**config.mk**
```make
export PLATFORM = sky130hd
export DESIGN_NAME = aes_spi_bridge
export DESIGN_NICKNAME = d
export VERILOG_FILES = /design/src/rtl/aes_spi_pkg.sv /design/src/rtl/pulse_sync.sv /design/src/rtl/aes_spi_bridge.sv
export SDC_FILE = /design/constraint.sdc
export NUM_CORES = 1
export LEC_CHECK = 0
export ABC_AREA = 1
export CAP_MARGIN = 20
export CORE_MARGIN = 5
export CORE_UTILIZATION = 25
export DETAILED_ROUTE_END_ITERATION = 8
export DONT_BUFFER_PORTS = 1
export PLACE_DENSITY = 0.5
export SETUP_SLACK_MARGIN = 0.3
export SYNTH_ARGS = -nofsm -noshare
export SYNTH_HDL_FRONTEND = slang
export SYNTH_SLANG_ARGS = --single-unit
```
**constraint.sdc**
```tcl
create_clock -name clk -period 1.5 [get_ports clk]
set_clock_uncertainty 0.05 [all_clocks]
set_input_delay 0.15 -clock clk [delete_from_list [all_inputs] [get_ports clk]]
set_output_delay 0.15 -clock clk [all_outputs]
set_load 0.01 [all_outputs]
```
**src/rtl/aes_spi_pkg.sv**
```systemverilog
// rtl/aes_spi_pkg.sv - shared types and constants for the AES/SPI bridge
package aes_spi_pkg;

  localparam int BLOCK_W         = 128;
  localparam int AES_TIMEOUT_DEF = 64;

  typedef enum logic [2:0] {
    WAIT_KEY,
    IDLE,
    START,
    BUSY,
    LOAD
  } state_e;

endpackage

```
**src/rtl/pulse_sync.sv**
```systemverilog
// rtl/pulse_sync.sv - two-flop synchronizer followed by a rising-edge detector
module pulse_sync (
  input  logic clk,
  input  logic rst_n,
  input  logic async_in,
  output logic pulse_out
);

  logic s1_q, s1_d;
  logic s2_q, s2_d;
  logic hist_q, hist_d;

  always_comb begin
    s1_d   = async_in;
    s2_d   = s1_q;
    hist_d = s2_q;
  end

  always_ff @(posedge clk or negedge rst_n) begin
    if (!rst_n) begin
      s1_q   <= 1'b0;
      s2_q   <= 1'b0;
      hist_q <= 1'b0;
    end else begin
      s1_q   <= s1_d;
      s2_q   <= s2_d;
      hist_q <= hist_d;
    end
  end

  assign pulse_out = s2_q & ~hist_q;

endmodule

```
**src/rtl/aes_spi_bridge.sv**
```systemverilog
// rtl/aes_spi_bridge.sv - moves SPI frames into an AES core as key/plaintext and
// returns the ciphertext on the next SPI frame.
module aes_spi_bridge
  import aes_spi_pkg::*;
#(
  parameter int AES_TIMEOUT = AES_TIMEOUT_DEF
) (
  input  logic               clk,
  input  logic               rst_n,
  input  logic               spi_done,
  input  logic [BLOCK_W-1:0] spi_rx,
  output logic [BLOCK_W-1:0] spi_tx,
  input  logic               key_reload,
  output logic [BLOCK_W-1:0] aes_key,
  output logic [BLOCK_W-1:0] aes_in,
  output logic               aes_start,
  input  logic               aes_done,
  input  logic [BLOCK_W-1:0] aes_out,
  output logic               key_valid,
  output logic               overrun,
  output logic               timeout
);

  localparam int CNT_W = $clog2(AES_TIMEOUT) + 1;
  localparam logic [CNT_W-1:0] CNT_LAST = CNT_W'(AES_TIMEOUT - 1);

  state_e             state_q, state_d;
  logic [BLOCK_W-1:0] spi_tx_q, spi_tx_d;
  logic [BLOCK_W-1:0] aes_key_q, aes_key_d;
  logic [BLOCK_W-1:0] aes_in_q, aes_in_d;
  logic [BLOCK_W-1:0] result_q, result_d;
  logic [CNT_W-1:0]   cnt_q, cnt_d;
  logic               key_valid_q, key_valid_d;
  logic               overrun_q, overrun_d;
  logic               timeout_q, timeout_d;
  logic               reload_pend_q, reload_pend_d;
  logic               frame;

  pulse_sync u_sync (
    .clk      (clk),
    .rst_n    (rst_n),
    .async_in (spi_done),
    .pulse_out(frame)
  );

  always_comb begin
    state_d       = state_q;
    spi_tx_d      = spi_tx_q;
    aes_key_d     = aes_key_q;
    aes_in_d      = aes_in_q;
    result_d      = result_q;
    cnt_d         = cnt_q;
    key_valid_d   = key_valid_q;
    overrun_d     = overrun_q;
    timeout_d     = timeout_q;
    reload_pend_d = reload_pend_q;

    // While an operation is in flight, frames are lost and reload requests wait.
    if (state_q == START || state_q == BUSY || state_q == LOAD) begin
      if (frame)      overrun_d     = 1'b1;
      if (key_reload) reload_pend_d = 1'b1;
    end

    case (state_q)
      WAIT_KEY: begin
        if (frame) begin
          aes_key_d   = spi_rx;
          key_valid_d = 1'b1;
          state_d     = IDLE;
        end
      end
      IDLE: begin
        if (frame && key_reload) begin
          aes_key_d   = spi_rx;
          key_valid_d = 1'b1;
        end else if (key_reload) begin
          key_valid_d = 1'b0;
          state_d     = WAIT_KEY;
        end else if (frame) begin
          aes_in_d = spi_rx;
          state_d  = START;
        end
      end
      START: begin
        cnt_d   = '0;
        state_d = BUSY;
      end
      BUSY: begin
        if (aes_done) begin
          result_d = aes_out;
          state_d  = LOAD;
        end else if (cnt_q >= CNT_LAST) begin
          timeout_d = 1'b1;
          spi_tx_d  = '0;
          state_d   = IDLE;
        end else begin
          cnt_d = (cnt_q == '1) ? cnt_q : cnt_q + 1'b1;
        end
      end
      LOAD: begin
        spi_tx_d = result_q;
        state_d  = IDLE;
      end
      default: state_d = WAIT_KEY;
    endcase

    // A deferred reload turns the return to IDLE into a wait for a new key.
    if (state_d == IDLE && state_q != IDLE && state_q != WAIT_KEY &&
        (reload_pend_q || key_reload)) begin
      state_d       = WAIT_KEY;
      key_valid_d   = 1'b0;
      reload_pend_d = 1'b0;
    end
  end

  always_ff @(posedge clk or negedge rst_n) begin
    if (!rst_n) begin
      state_q       <= WAIT_KEY;
      spi_tx_q      <= '0;
      aes_key_q     <= '0;
      aes_in_q      <= '0;
      result_q      <= '0;
      cnt_q         <= '0;
      key_valid_q   <= 1'b0;
      overrun_q     <= 1'b0;
      timeout_q     <= 1'b0;
      reload_pend_q <= 1'b0;
    end else begin
      state_q       <= state_d;
      spi_tx_q      <= spi_tx_d;
      aes_key_q     <= aes_key_d;
      aes_in_q      <= aes_in_d;
      result_q      <= result_d;
      cnt_q         <= cnt_d;
      key_valid_q   <= key_valid_d;
      overrun_q     <= overrun_d;
      timeout_q     <= timeout_d;
      reload_pend_q <= reload_pend_d;
    end
  end

  assign spi_tx    = spi_tx_q;
  assign aes_key   = aes_key_q;
  assign aes_in    = aes_in_q;
  assign aes_start = (state_q == START);
  assign key_valid = key_valid_q;
  assign overrun   = overrun_q;
  assign timeout   = timeout_q;

endmodule

```
==> results_dict.tcl, run 1 <==
set metrics [dict create \
    diodes 0 \
    cp-start-kind "flop" \
    total_leakage_power_nw 13.71 \
    drt_iter0_drc 747 \
    clk_latency_ns 0.59 \
    initial_core_util_pct 25.14 \
    synthXorXnorAreaFrac_pct 0.04418 \
    critical_path.top_delay_family "simple AND/OR/NAND/NOR gates" \
    synth_top_family_by_area "simple AND/OR/NAND/NOR gates" \
    fin_ws_ns -0.1917 \
    num_rows 103 \
    avgRoutedWirePerCell_um 17.45 \
    postCtsHoldBufs 259 \
    synth_top_cells_by_area "dfrtp_1 67%, nand2_1 20%, o21ai_0 6.6%" \
    cp_num_buf_inv 4 \
    ys_seq_area_share_pct 66.77 \
    critPathMaxFanout 63 \
    path_clk_slew_ns 0.06 \
    slowest_stage "dfrtp_2" \
    violations "hold timing, slew limit, setup timing" \
    ys_seq_elements 529 \
    rsz0062_at_grt "yes" \
    power.total_mw 53.24 \
    finalWeightedCongestion 0.8674 \
    p_per_area_nw_per_um2 1991 \
    grt_max_degree 530 \
    timing.final.hold_violations 529 \
    grt_pass1_wl_mm 91.58 \
    grt_pass1_vias 15630 \
    synth_top_area_cell "dfrtp_1" \
    syn_area_um2 19830 \
    drive_above_1_share_pct 10.25 \
    synthArstFlopShare_pct 100.0 \
    synth_cell_types 22 \
    max_freq_ghz 0.5911 \
    synth-edff-count 0 \
    min_period_ns 1.692 \
    track_usage_pct 13.29 \
    core_area_um2 78870 \
    setup_violations 517 \
    synthCells 2141 \
    hold_class "in2async" \
    cts_tree "yes" \
    critPathMaxStageDelay_ns 0.41 \
    gr-total-overflow 0 \
    dp_slack_ns -0.2759 \
    max_slew_margin_pct -38.08 \
    hpwl_mm 41.75 \
    clockRootBuffer "clkbuf_16" \
    ys_warn_count 0 \
    die_w_um 291.6 \
    io_buffers 0 \
    cp.required_ns 1.93 \
    cap_violations 0 \
    path_class "reg2reg" \
    synth.mux.area_fraction_pct 0 \
    cp-end-kind "flop" \
    synth_fp_nets 2403 \
    viasPerCell 4.282 \
    final_nets 2737 \
    wirelength_mm 62.25 \
    drv_slew 213 \
    synth.avg_cell_area_um2 9.260 \
    tns_ns -56.71 \
    holdWs_ns -0.7926 \
    synthTopCellsByCount "1052 x nand2_1, 529 x dfrtp_1, 263 x o21ai_0, 146 x inv_1, 62 x clkbuf_1" \
    status "complete, but fails checks" \
    yosysTopAreaCellShare_pct 66.77 \
    io-pin-count 649 \
    die_h_um 291.6 \
    vias 15280 \
    drc_errors 0 \
    area_growth_pct 34.90 \
    cts_buffer_depth 3 \
    synth_most_common_cell "nand2_1" \
    min_period_over_period_pct 112.8 \
    cts_sinks 529 \
    cts.htree.levels 2 \
    die_area_um2 85030 \
    ant_nets 0 \
    synth_flop_cell "dfrtp_1" \
    antenna_found_initial 0 \
    cp_data_arrival_time_ns 2.13 \
    synth_fa_ha_area_share_pct 0.06311 \
    max-vdd-ir-drop_v 0.0009072 \
    numCtsBuffers 57 \
    path_cells "buf_4 -> nand3_1 -> nor2_4 -> buf_12 -> inv_4 -> buf_12 -> nand2_1 -> nand2_1" \
    synth-simple-area-share_pct 20.74 \
    worstMarginPinSlew_ns 2.071 \
    firstDrtPassIters 4 \
    synth_compound_area_share_pct 6.778 \
]
-- power by group --
group	internal [mW]	switching [mW]	leakage [nW]	total [mW]
registers	21.0	8.36	6.78	29.4
clock network	7.83	5.72	0.871	13.5
logic	4.85	5.47	6.06	10.3
total	33.7	19.5	13.7	53.2
-- timing repair --
| action | in CTS | in global routing |
|---|---|---|
| gates cloned | 0 | 12 |
| setup endpoints to repair | 913 | 914 |
| buffers inserted | 2 | 7 |
| endpoints found under the hold margin | 919 | 529 |
| gates resized for setup | 21 | 93 |
| pin swaps | 3 | 5 |
-- state kept, by name, indices dropped and copies added (netlist names), 3 cells and up --
register / cells
aes_in: 128
aes_key: 128
cnt_q: 7
result_q: 128
spi_tx: 128
state_q: 3
-- cells by family (layout without fill, tap and decap cells) --
family / count (synthesis) / count (layout)
AOI/OAI and AO/OA: 267 / 267
xor gates and xnor gates: 1 / 1
adders and majority gates: 1 / 1
buffers and inverters: 259 / 635
DFF: 529 / 529
and+or+nand+nor: 1084 / 1084
-- final timing paths --
check / startpoint / endpoint / slack, ns / cells past startpoint
worst min-delay path: rst_n / result_q[69]$_DFFE_PN0P_ / -0.79 / 0
worst min register to register: u_sync.s1_q$_DFF_PN0_ / u_sync.hist_d$_DFF_PN0_ / 0.30 / 0
max in group asynchronous: rst_n / result_q[62]$_DFFE_PN0P_ / 0.55 / 0
worst max-delay path: state_q[1]$_DFF_PN0_ / result_q[63]$_DFFE_PN0P_ / -0.19 / 8
min in group clk: spi_done / u_sync.s1_q$_DFF_PN0_ / 0.07 / 1
worst max register to register: state_q[1]$_DFF_PN0_ / result_q[63]$_DFFE_PN0P_ / -0.19 / 8
-- placed cells by master, fill, tap and decap left out, types with 2 or more instances in the layout --
master and instances:
nand2_1 1041, dfrtp_1 527, dlygate4sd3_1 259, o21ai_1 142
inv_1 141, o21ai_0 111, buf_4 72, clkbuf_16 69
buf_12 28, clkbuf_1 19, buf_6 13, nand2_2 11
o21ai_2 10, clkbuf_8 10, nand3_1 7, clkinv_2 6
nor2_2 5, nor2_4 4, nor2_1 4, nand3_2 4
or2_2 3, inv_6 3, inv_2 2, nand4_1 2
nand3_4 2, inv_4 2, bufinv_16 2, clkinv_4 2
clkinvlp_4 2, buf_16 2, dfrtp_2 2
-- layer usage --
metal  up-vias  share of wire, %  track usage, %
met1      7278                37           14.83
met5         -                 0               0
met3       110                12           6.260
met4         0               3.2           4.733
li1       7271                 -               -
met2       616                48           22.36
-- layout make-up --
| cell class | count | area (µm²) |
|---|---|---|
| fillers | 7967 | 52130 |
| clock buffers | 86 | 1635 |
| repair buffers | 387 | 4210 |
| inverters | 147 | 573.1 |
| clock inverters | 15 | 148.9 |
| flip-flops and latches | 529 | 13240 |
| well taps | 1050 | 1314 |
| multi-input cells | 1353 | 5623 |
-- worst reg2reg max path, stage by stage (launching register included) --
cell and delay (ns):
dfrtp_2 0.41, buf_4 0.12, nand3_1 0.14, nor2_4 0.26, buf_12 0.14, inv_4 0.05, buf_12 0.18, nand2_1 0.17
nand2_1 0.06
-- per-stage QoR --
| stage | area [µm²] | std cells | util (%) |
|---|---|---|---|
| 2_1_floorplan | 20040 | 2141 | - |
| 3_3_place_gp | 21720 | 3186 | 27.54 |
| 3_5_place_dp | 21720 | 3186 | 27.54 |
| 4_1_cts | 26190 | 3548 | 33.20 |
| 5_1_grt | 26740 | 3567 | 33.91 |
| 6_report | 26740 | 3567 | 33.91 |
Note: power is estimated with default switching activity, not from simulation.
==> inputs of run 2 (changes only) <==
--- a/config.mk
+++ b/config.mk
@@ -13,6 +13,7 @@
 export DONT_BUFFER_PORTS = 1
 export PLACE_DENSITY = 0.5
 export SETUP_SLACK_MARGIN = 0.3
+export SLEW_MARGIN = 20
 export SYNTH_ARGS = -nofsm -noshare
 export SYNTH_HDL_FRONTEND = slang
 export SYNTH_SLANG_ARGS = --single-unit
==> results of run 2 <==
No change in the layout: final DEF, timing and power equal those of run 1.
==> inputs of run 3 (changes only) <==
--- a/config.mk
+++ b/config.mk
@@ -11,7 +11,7 @@
 export CORE_UTILIZATION = 25
 export DETAILED_ROUTE_END_ITERATION = 8
 export DONT_BUFFER_PORTS = 1
-export PLACE_DENSITY = 0.5
+export PLACE_DENSITY = 0.46
 export SETUP_SLACK_MARGIN = 0.3
 export SLEW_MARGIN = 20
 export SYNTH_ARGS = -nofsm -noshare
==> run 3 against run 2 <==
  * The run still ends with hold timing, slew limit, setup timing left
  * Die area unchanged
  * Combinational power increased by 11%
  * Clock-buffer cell count unchanged
  * Routed wire length increased by 4.7%
  * Largest cell class unchanged
==> results_dict.tcl, run 3 (synthesis results as in run 1) <==
set metrics [dict create \
    cts_buffer_depth 3 \
    numCtsBuffers 58 \
    holdWs_ns -0.7876 \
    power.total_mw 55.27 \
    crit_start "rst_n" \
    min_period_ns 2.124 \
    die_h_um 291.6 \
    avgRoutedWirePerCell_um 18.18 \
    cp.required_ns 1.16 \
    die_w_um 291.6 \
    initial_core_util_pct 25.14 \
    cap_violations 0 \
    firstDrtPassIters 5 \
    timing.final.hold_violations 529 \
    die_area_um2 85030 \
    fin_ws_ns -0.6244 \
    grt_pass1_wl_mm 93.56 \
    worstReg2RegStart "state_q[2]$_DFF_PN0_" \
    drc_errors 0 \
    cp-end-kind "asynchronous set/reset pin" \
    path_clk_slew_ns 0.06 \
    final_common_cell "nand2_1" \
    cp_data_arrival_time_ns 1.78 \
    tns_ns -121.77 \
    grt_pass1_vias 15410 \
    cp-start-kind "input port" \
    wl_met3_mm 7.392 \
    path_class "in2async" \
    p_comb_share_pct 20.6 \
    drv_slew 369 \
    pwr-share-seq_pct 53.6 \
    clockPowerShare_pct 25.8 \
    drive_above_1_share_pct 14.26 \
    top_layer "met5" \
    p_per_area_nw_per_um2 1997 \
    wl_met2_mm 31.64 \
    status "complete, but fails checks" \
    viasPerCell 4.354 \
    rrSetupSlack_ns -0.23 \
    antenna_found_initial 6 \
    max-vdd-ir-drop_v 0.0009768 \
    area_growth_pct 39.60 \
    max_freq_ghz 0.4707 \
    max_slew_margin_pct -118.6 \
    cts_sinks 529 \
    hold_class "in2async" \
    vias 15610 \
    core_area_um2 78870 \
    placedCellCount 3174 \
    total_leakage_power_nw 14.11 \
    postCtsHoldBufs 259 \
    switching_share_pct 36.55 \
    fin_cells 3586 \
    finalWeightedCongestion 0.8319 \
    cts.htree.levels 2 \
    rsz0062_at_grt "yes" \
    wirelength_mm 65.20 \
    clk_latency_ns 0.61 \
    io_buffers 0 \
    violations "hold timing, slew limit, setup timing" \
    p_sw_mw 20.20 \
    p_int_mw 35.06 \
    hpwl_mm 43.21 \
    num_rows 103 \
    final_nets 2750 \
    drt_iter0_drc 884 \
    setup_violations 757 \
    io-pin-count 649 \
    critPathMaxFanout 529 \
    worstMarginPinSlew_ns 3.279 \
    cts_tree "yes" \
    min_period_over_period_pct 141.6 \
    track_usage_pct 13.74 \
    wirelength_met1_mm 24.31 \
    clockRootBuffer "clkbuf_16" \
    grt_max_degree 530 \
    ant_nets 0 \
    gr-total-overflow 0 \
    final_cell_mix "985 x nand2_1, 526 x dfrtp_1, 259 x dlygate4sd3_1" \
]
[run 3: routing by layer]
layer	global-route usage, %	vias up
met5	0	-
met2	22.97	618
met3	6.313	114
li1	-	7309
met4	4.214	2
met1	15.84	7569
[run 3: power groups by stage]
stage	clock network, mW	registers (mW)	logic (mW)
floorplan	0	26.9	6.68
global placement	0	29.7	8.26
detailed placement	0	29.7	8.67
CTS	14.7	29.6	9.57
global route	15.3	30.5	13.1
finish	14.2	29.6	11.4
[run 3: path summary, 6_finish.rpt]
kind                               endpoint  depth (start not counted)
setup / recovery       state_q[1]$_DFF_PN0_                          0
hold / removal     aes_key[106]$_DFFE_PN0P_                          0
max in group clk     spi_tx[68]$_DFFE_PN0P_                         11
setup reg to reg     spi_tx[68]$_DFFE_PN0P_                         11
hold reg to reg     u_sync.hist_d$_DFF_PN0_                          0
min in group clk  result_q[116]$_DFFE_PN0P_                          3
[run 3: metrics by stage]
| step | area [µm²] | worst slack, ns | hold WS, ns | util [%] |
|---|---|---|---|---|
| after global routing | 27670 | -0.3496 | -0.8415 | 35.09 |
| after detailed placement | 21630 | -0.2905 | -0.1777 | 27.43 |
| final | 27680 | -0.6244 | -0.7876 | 35.09 |
| after floorplan | 20040 | -0.04714 | -0.1956 | - |
| after global placement | 21630 | -0.2287 | -0.1767 | 27.43 |
| after CTS | 26280 | -0.2988 | -0.8342 | 33.32 |
[run 3: layout make-up]
cell class / count / area, µm²
fill: 7954 / 51200
clock inverter: 18 / 178.9
multi-input combinational: 1354 / 6006
inverter: 147 / 580.6
sequential: 529 / 13240
tap: 1050 / 1314
antenna: 4 / 10.01
timing repair buffer: 398 / 4607
clock buffer: 86 / 1738
[run 3: timing repair]
item                       4_1_cts  5_1_grt
pin swaps                        1       34
hold endpoints to repair       921      529
buffers inserted                 2       17
setup endpoints to repair      914      914
cloned                           1       25
resized for setup               25      232
